## config.mk

```make
export PLATFORM = sky130hd
export DESIGN_NAME = id_ex_hazard_reg
export DESIGN_NICKNAME = d
export VERILOG_FILES = /design/src/rtl/id_ex_hazard_reg.sv
export SDC_FILE = /design/constraint.sdc
export NUM_CORES = 1
export LEC_CHECK = 0
export BUFFER_PORTS_ARGS = -buffer_cell sky130_fd_sc_hd__buf_2
export CAP_MARGIN = 20
export CORE_AREA = 2 2 187 189
export DETAILED_ROUTE_END_ITERATION = 8
export DIE_AREA = 0 0 189 191
export SLEW_MARGIN = 20
export SYNTH_ARGS = -nofsm -noshare
export SYNTH_HDL_FRONTEND = slang
export SYNTH_SLANG_ARGS = --single-unit
```

## constraint.sdc

```tcl
create_clock -name clk -period 3 [get_ports clk]
set_input_delay 0 -clock clk [delete_from_list [all_inputs] [get_ports clk]]
set_output_delay 0 -clock clk [all_outputs]
set_load 0.02 [all_outputs]
```

## src/rtl/id_ex_hazard_reg.sv

```systemverilog
// ID/EX pipeline register with load-use hazard detection, branch-flush bubbles,
// external hold and saturating stall/flush event counters.
module id_ex_hazard_reg #(
    parameter int unsigned DATA_W   = 64,
    parameter int unsigned CTRL_W   = 12,
    parameter logic [4:0]  ZERO_REG = 5'd31,
    parameter int unsigned CNT_W    = 16
) (
    input  logic              clk,
    input  logic              reset,
    input  logic              valid_ID,
    input  logic [4:0]        Aa_ID,
    input  logic [4:0]        Ab_ID,
    input  logic              usesA_ID,
    input  logic              usesB_ID,
    input  logic [DATA_W-1:0] Da_ID,
    input  logic [DATA_W-1:0] Db_ID,
    input  logic [DATA_W-1:0] imm_ID,
    input  logic [4:0]        Rd_ID,
    input  logic              RegWrite_ID,
    input  logic              MemRead_ID,
    input  logic [CTRL_W-1:0] ctrl_ID,
    input  logic              flush,
    input  logic              hold,
    output logic [4:0]        Aa_EX,
    output logic [4:0]        Ab_EX,
    output logic [4:0]        WriteRegister_EX,
    output logic [DATA_W-1:0] Da_EX,
    output logic [DATA_W-1:0] Db_EX,
    output logic [DATA_W-1:0] imm_EX,
    output logic [CTRL_W-1:0] ctrl_EX,
    output logic              RegWrite_EX,
    output logic              MemRead_EX,
    output logic              valid_EX,
    output logic              stall_pc,
    output logic              stall_ifid,
    output logic              load_use,
    output logic [CNT_W-1:0]  stall_cnt,
    output logic [CNT_W-1:0]  flush_cnt
);

    typedef enum logic [0:0] {StRun, StBubble} state_e;

    typedef struct packed {
        logic [4:0]        aa;
        logic [4:0]        ab;
        logic [4:0]        rd;
        logic [DATA_W-1:0] da;
        logic [DATA_W-1:0] db;
        logic [DATA_W-1:0] imm;
        logic [CTRL_W-1:0] ctrl;
        logic              regWrite;
        logic              memRead;
        logic              valid;
    } exFields_t;

    localparam logic [CNT_W-1:0] CntOne = CNT_W'(1);

    state_e           stateQ, stateD;
    exFields_t        exQ, exD;
    exFields_t        bubbleEx, capturedEx;
    logic [CNT_W-1:0] stallCntQ, stallCntD;
    logic [CNT_W-1:0] flushCntQ, flushCntD;
    logic             loadUse;
    logic             stallReq;
    logic             hitA, hitB;

    // A load in EX whose destination is read by the ID instruction cannot be forwarded yet.
    always_comb begin
        hitA    = usesA_ID && (Aa_ID == exQ.rd);
        hitB    = usesB_ID && (Ab_ID == exQ.rd);
        loadUse = valid_ID && exQ.valid && exQ.memRead && (exQ.rd != ZERO_REG) &&
                  (hitA || hitB);
    end

    always_comb begin
        bubbleEx    = '0;
        bubbleEx.aa = ZERO_REG;
        bubbleEx.ab = ZERO_REG;
        bubbleEx.rd = ZERO_REG;

        capturedEx          = '0;
        capturedEx.aa       = Aa_ID;
        capturedEx.ab       = Ab_ID;
        capturedEx.rd       = Rd_ID;
        capturedEx.da       = Da_ID;
        capturedEx.db       = Db_ID;
        capturedEx.imm      = imm_ID;
        capturedEx.ctrl     = ctrl_ID;
        capturedEx.regWrite = RegWrite_ID;
        capturedEx.memRead  = MemRead_ID;
        capturedEx.valid    = 1'b1;
    end

    // Priority per edge: flush, then hold, then load-use, then normal capture.
    always_comb begin
        exD       = exQ;
        stateD    = stateQ;
        stallCntD = stallCntQ;
        flushCntD = flushCntQ;
        stallReq  = 1'b0;

        if (flush) begin
            exD    = bubbleEx;
            stateD = StRun;
            if (flushCntQ != '1) begin
                flushCntD = flushCntQ + CntOne;
            end
        end else if (hold) begin
            stallReq = 1'b1;
        end else if (loadUse) begin
            exD      = bubbleEx;
            stallReq = 1'b1;
            stateD   = StBubble;
            if (stallCntQ != '1) begin
                stallCntD = stallCntQ + CntOne;
            end
        end else begin
            exD    = valid_ID ? capturedEx : bubbleEx;
            stateD = StRun;
        end
    end

    always_ff @(posedge clk or negedge reset) begin
        if (!reset) begin
            stateQ    <= StRun;
            exQ       <= '0;
            stallCntQ <= '0;
            flushCntQ <= '0;
        end else begin
            stateQ    <= stateD;
            exQ       <= exD;
            stallCntQ <= stallCntD;
            flushCntQ <= flushCntD;
        end
    end

    assign Aa_EX            = exQ.aa;
    assign Ab_EX            = exQ.ab;
    assign WriteRegister_EX = exQ.rd;
    assign Da_EX            = exQ.da;
    assign Db_EX            = exQ.db;
    assign imm_EX           = exQ.imm;
    assign ctrl_EX          = exQ.ctrl;
    assign RegWrite_EX      = exQ.regWrite;
    assign MemRead_EX       = exQ.memRead;
    assign valid_EX         = exQ.valid;
    assign stall_pc         = stallReq;
    assign stall_ifid       = stallReq;
    assign load_use         = loadUse;
    assign stall_cnt        = stallCntQ;
    assign flush_cnt        = flushCntQ;

endmodule

```

==> run metrics, run 1 <==
Synth Area in Compound Gates 0.211; final wirelength 32400 um; sequential share of the synthesized area 0.676; initial antenna violation count 0; die area between 30000 and 40000 um2; Design Power 0.00825 W; Slew HR 0.565; #FFs+latches synth approximately 250; row count 68; worst-case clock skew between 0.02 and 0.025 ns; achievable frequency 357 MHz; Startpoint Class register; Arr. time, crit path 3.22 ns; largest net degree at the start of global routing 100; die height around 190 um; crit path setup slack, layout between 0.15 and 0.2 ns; Tot GR Track Use 0.171; H-Tree Depth 1; vias per cell 4.66; Slew Limit Fails 0; # setup viols final 0; post-synthesis cell type count 33; drt drc 0; CP Cell Sequence xor2_1 -> nor4_1 -> a32oi_1 -> nand2b_4 -> and3_4 -> buf_4 -> a22o_1 -> dlygate4sd3_1; Area contributors post-synth dfrtp_1 (68%), a22o_1 (19%), xor2_1 (2.0%), xnor2_1 (1.6%), o22a_1 (1.4%); Avg Cell Area, Syn between 10 and 15 um2; drt first pass iters 4; commonest cells after routing, fill and taps aside buf_2 (483), dfrtp_1 (254), dlygate4sd3_1 (226); Placer Congestion between 0.7 and 0.8; Buffers on Ports 484; Wirelength per Cell around 18 um; largest area contributor in the synthesized netlist dfrtp_1; Iteration-0 DRC Markers between 300 and 400; IO Count 485; Post-Synth Simple-Gate Area 0.0454; grt total ovfl 0; Filler Cells Inserted 3046; clock latency on the worst-skew pair roughly 0.54 ns; run status finished, final reports clean; share of layout cells above drive strength 1 0.393; TritonCTS Buffers 27; maxcap violations 0; worst hold slack 0.0322 ns; Least-Margin Pin Slew 0.651 ns; Layout Nets roughly 1600; Syn. warnings 0; ANT nets after route 0; crit path capture type register; RSZ-0062 raised after global routing false; main combinational cell family by area after synthesis compound AO/OA/AOI/OAI gates; Final Hold Viols 0; total number of vias between 8000 and 9000; mux share of post-synthesis cell area 0.00359; Setup Crit Path Kind reg2reg; synth-to-layout area growth 64.8%; crit share post-route 0.934; Static Leak 8.13 nW; number of global-route vias before repair 8955; post-route setup TNS 0 ns; Worst R2R Path Depth 8; XOR/XNOR Fraction of Synth Area 0.0354; CTS tree done; largest fanout on the critical path 21; first-pass GRT wire length between 40000 and 50000 um; Initial Util 0.276; Die Wd 189 um; Period minus WS final 2.80 ns; P per Cell Area 532 nW/um2; DP HPWL 20300 um; HP Class in2async; CTS Root Cell clkbuf_16; Synth top area share 0.676; clk sinks roughly 250; syn_nets 890; Synth Area in Adders 0.00266; Slowest cell on crit path dlygate4sd3_1; Post-Place Worst Slack about 0.55 ns; Ant. Diodes 0; commonest non-fill, non-tap cell in the layout buf_2; Core Footprint 34100 um2; maximum vdd ir drop 0.391 mV; CP peak stage delay 0.55 ns; Post-Syn Area 9410 um2; Worst EP required approximately 3.4 ns; clock-pin slew on the worst setup and hold paths 0.06 ns; Max Buffers Root-to-Sink 3; Mapped Cells 660
## layout make-up
| cell class | count | area, um2 | share of cell area |
|---|---|---|---|
| multi-input cells | 351 | 2810 | 0.181 |
| clock buffers | 36 | 749 | 0.0484 |
| flip-flops and latches | 254 | 6360 | 0.410 |
| clock inverters | 8 | 129 | 0.00831 |
| inverters | 5 | 18.8 | 0.00121 |
| repair buffers | 721 | 4860 | 0.314 |
| well taps | 455 | 569 | 0.0367 |
## power breakdown
part | internal [W] | switching (W) | leakage (nW)
Sequential | 0.00358 | 0.000141 | 3.39
Combinational | 0.000559 | 0.000609 | 4.31
Clock | 0.00200 | 0.00136 | 0.427
## through the flow
stage	utilization	instances	area, um2
after floorplan	-	660	9410
final	0.454	1830	15500
after global routing	0.454	1830	15500
after detailed placement	0.362	1560	12400
after CTS	0.454	1830	15500
after global placement	0.362	1560	12400
## layer usage
metal  wire, um  track usage
met4        878       0.0508
met2      15900        0.297
met3       2470       0.0400
met1      13200        0.210
met5          0            0
## cell usage after synthesis (all sizes together)
cell type	instances
nor3	8
and4	1
xor2	21
nor2	9
nand2b	3
nand3	13
buf	24
a21oi	2
nand2	17
a32oi	1
nor2b	2
a311oi	1
mux2	3
or4	1
o211ai	1
and3	9
xnor2	17
o21ai	1
a22o	206
nor4	6
and2	1
dfrtp	254
or4b	1
o22a	15
ha	2
inv	5
a31oi	1
clkbuf	26
nand4	9
## state kept, by name, indices dropped and copies added (netlist names), 5 cells and up
| signal | count |
|---|---|
| WriteRegister_EX | 5 |
| ctrl_EX | 12 |
| Da_EX | 64 |
| imm_EX | 64 |
| Aa_EX | 5 |
| stall_cnt | 16 |
| flush_cnt | 16 |
| Ab_EX | 5 |
| Db_EX | 64 |
## timing repair
action / in CTS / in global routing
endpoints found under the hold margin: 433 / 0
gates resized for setup: 0 / 0
hold buffers: 226 / 0
setup buffers: 0 / 0
## final timing paths
path                                      from             to  slack, ns
min reg2reg                           Aa_EX[0]       Aa_EX[0]       0.48
min in group clk                      usesB_ID  stall_cnt[15]       0.08
min                                      reset   stall_cnt[7]       0.03
max reg2reg                WriteRegister_EX[3]     imm_EX[25]       0.20
max                        WriteRegister_EX[3]     imm_EX[25]       0.20
max in group asynchronous                reset      Db_EX[58]       2.04
## critical path, delay by kind of cell, from the launching register on
family          cells  cell delay, ns
xor+xnor            1            0.18
flops               1            0.43
simple gates        3            0.85
compound gates      2            0.42
buf+inv             2            0.77
## logic make-up (layout without fill, tap and decap cells)
group / Yosys count / count (layout)
AOI/OAI and AO/OA: 228 / 228
buffers and inverters: 55 / 770
adders and majority gates: 2 / 2
DFF: 254 / 254
xor gates and xnor gates: 38 / 38
and+or+nand+nor: 80 / 80
muxes: 3 / 3
Note: power is estimated with default switching activity, not from simulation.
==> run 2: changes to the inputs <==
--- a/config.mk
+++ b/config.mk
@@ -8,6 +8,8 @@
 export BUFFER_PORTS_ARGS = -buffer_cell sky130_fd_sc_hd__buf_2
 export CAP_MARGIN = 20
 export CORE_AREA = 2 2 187 189
+export CTS_BUF_LIST = sky130_fd_sc_hd__clkbuf_16
+export CTS_CLUSTER_DIAMETER = 40
 export DETAILED_ROUTE_END_ITERATION = 8
 export DIE_AREA = 0 0 189 191
 export SLEW_MARGIN = 20
==> run 2 against run 1 <==
Wire length grew 0.51%. Global-route usage increased by 0.17 points. Count of clock-buffer cells in the layout is 5 higher. Setup slack gained 0.20 ns. Fmax grew 7.9%. Power increased by 13%. Core utilization grew 1.2 points. Hold slack improved by 0.036 ns. Non-clock buffer count down 1. Critical path type unchanged. Highest routed layer unchanged.
==> run metrics, run 2 (synthesis results as in run 1) <==
Buffers on Ports 484; cts repair resizes 0; CTS tree done; RSZ-0062 raised after global routing false; clock latency on the worst-skew pair 0.51 ns; clk sinks between 200 and 300; CTS Root Cell clkbuf_16; clock-pin slew on the worst setup and hold paths 0.05 ns; Post-CTS Setup Bufs 0; Die Wd 189 um; Initial Util 0.276; # setup viols final 0; Cells after DPL 1560; Startpoint Class register; drt first pass iters 4; share of layout cells above drive strength 1 0.405; total number of vias 8671; flop2flop setup slack 0.40 ns; Post-Layout Cell Count 1853; Met3 Wirelength 2580 um; initial antenna violation count 0; Static Leak 8.32 nW; vias per cell 4.68; P per Cell Area between 500 and 600 nW/um2; Arr. time, crit path ~3 ns; commonest cells after routing, fill and taps aside buf_2 (483), dfrtp_1 (254), dlygate4sd3_1 (225); achievable frequency 385 MHz; H-Tree Depth 2; largest net degree at the start of global routing 100; CP Launch Point stall_cnt[4]; Post-DP Area ~12000 um2; r2r startpoint stall_cnt[4]; Setup Crit Path Kind reg2reg; Filler Cells Inserted 2996; die height roughly 190 um; max layer used met4; grt total ovfl 0; Tot GR Track Use 0.172; largest fanout on the critical path 9; ANT nets after route 0; row count 68; worst-case clock skew 0.0103 ns; crit path capture type register; worst reg2reg path endpoint stall_cnt[0]; Layout Nets 1600; Least-Margin Pin Slew 0.659 ns; Wirelength per Cell roughly 18 um; crit path capture stall_cnt[0]; Max Buffers Root-to-Sink 3; HP Class in2async; Core Footprint 34100 um2; # hold bufs at CTS between 200 and 250; maximum vdd ir drop 0.547 mV; Placer Congestion 0.796; drt drc 0; TritonCTS Buffers 38; Iteration-0 DRC Markers ~430; crit share post-route 0.866; Slew HR 0.559; final wirelength 32600 um; first-pass GRT wire length 49800 um; Slew Limit Fails 0; maxcap violations 0; WL met1 13100 um; Final Hold Viols 0; synth-to-layout area growth 69.0%; fin area 15900 um2; die area between 30000 and 40000 um2; Period minus WS final 2.60 ns; DP HPWL 20300 um; met2 wire length between 15000 and 20000 um; number of global-route vias before repair 9110; Ant. Diodes 0; Design Power 0.00929 W; IO Count 485; Worst R2R Path Depth 6; post-route setup TNS 0 ns; run status finished, final reports clean; Worst EP required 3.39 ns; commonest non-fill, non-tap cell in the layout buf_2
-- run 2: changes by cell type in the layout (fill, tap and decap cells not counted) --
cell,previous run,this run
clkinv_4,0,5
clkbuf_16,27,41
clkinv_8,0,1
clkinv_2,1,7
clkbuf_8,4,0
inv_6,3,1
clkinvlp_4,1,5
clkbuf_1,5,0
clkinv_1,0,4
dlygate4sd3_1,226,225
inv_8,0,1
-- run 2: through the flow --
stage / hold slack (ns) / setup slack [ns] / util
6_report: 0.0687 / 0.402 / 0.466
5_1_grt: 0.0961 / 0.279 / 0.466
4_1_cts: 0.0546 / 0.412 / 0.466
3_5_place_dp: 0.0143 / 0.549 / 0.362
3_3_place_gp: 0.0142 / 0.624 / 0.362
2_1_floorplan: -0.296 / 0.812 / -
-- run 2: layer usage --
| layer | vias to the layer above | track usage |
|---|---|---|
| li1 | 3933 | - |
| met5 | - | 0 |
| met2 | 406 | 0.292 |
| met3 | 81 | 0.0479 |
| met4 | 0 | 0.0664 |
| met1 | 4251 | 0.208 |
-- run 2: how the worst min path moves through the flow --
stage / slack (ns) / end / from
3_5_place_dp: 0.01 / imm_EX[13] / reset
4_1_cts: 0.05 / Da_EX[44] / reset
6_report: 0.07 / stall_cnt[7] / reset
2_1_floorplan: -0.30 / Aa_EX[0] / reset
3_3_place_gp: 0.01 / imm_EX[19] / reset
5_1_grt: 0.1 / imm_EX[14] / reset
-- run 2: final cells by class --
cell class | count | area, um2 | share of cell area
Timing Repair Buffer | 720 | 4850 | 0.305
Tap cell | 455 | 569 | 0.0358
Clock buffer | 41 | 1030 | 0.0645
Clock inverter | 27 | 258 | 0.0162
Sequential cell | 254 | 6360 | 0.400
Multi-Input combinational cell | 351 | 2810 | 0.177
Inverter | 5 | 18.8 | 0.00118
-- run 2: worst max-delay path, cell delays in order (launching register included) --
cell	delay (ns)
dfrtp_1	0.44
and4_1	0.29
or4b_1	0.52
nor2_2	0.37
nor4_1	0.12
dlygate4sd3_1	0.59
xor2_1	0.14
-- run 2: power by group --
| part | internal (W) | switching (W) | total [W] |
|---|---|---|---|
| combinational | 0.000558 | 0.000607 | 0.00117 |
| clock | 0.00276 | 0.00165 | 0.00440 |
| sequential | 0.00358 | 0.000141 | 0.00372 |
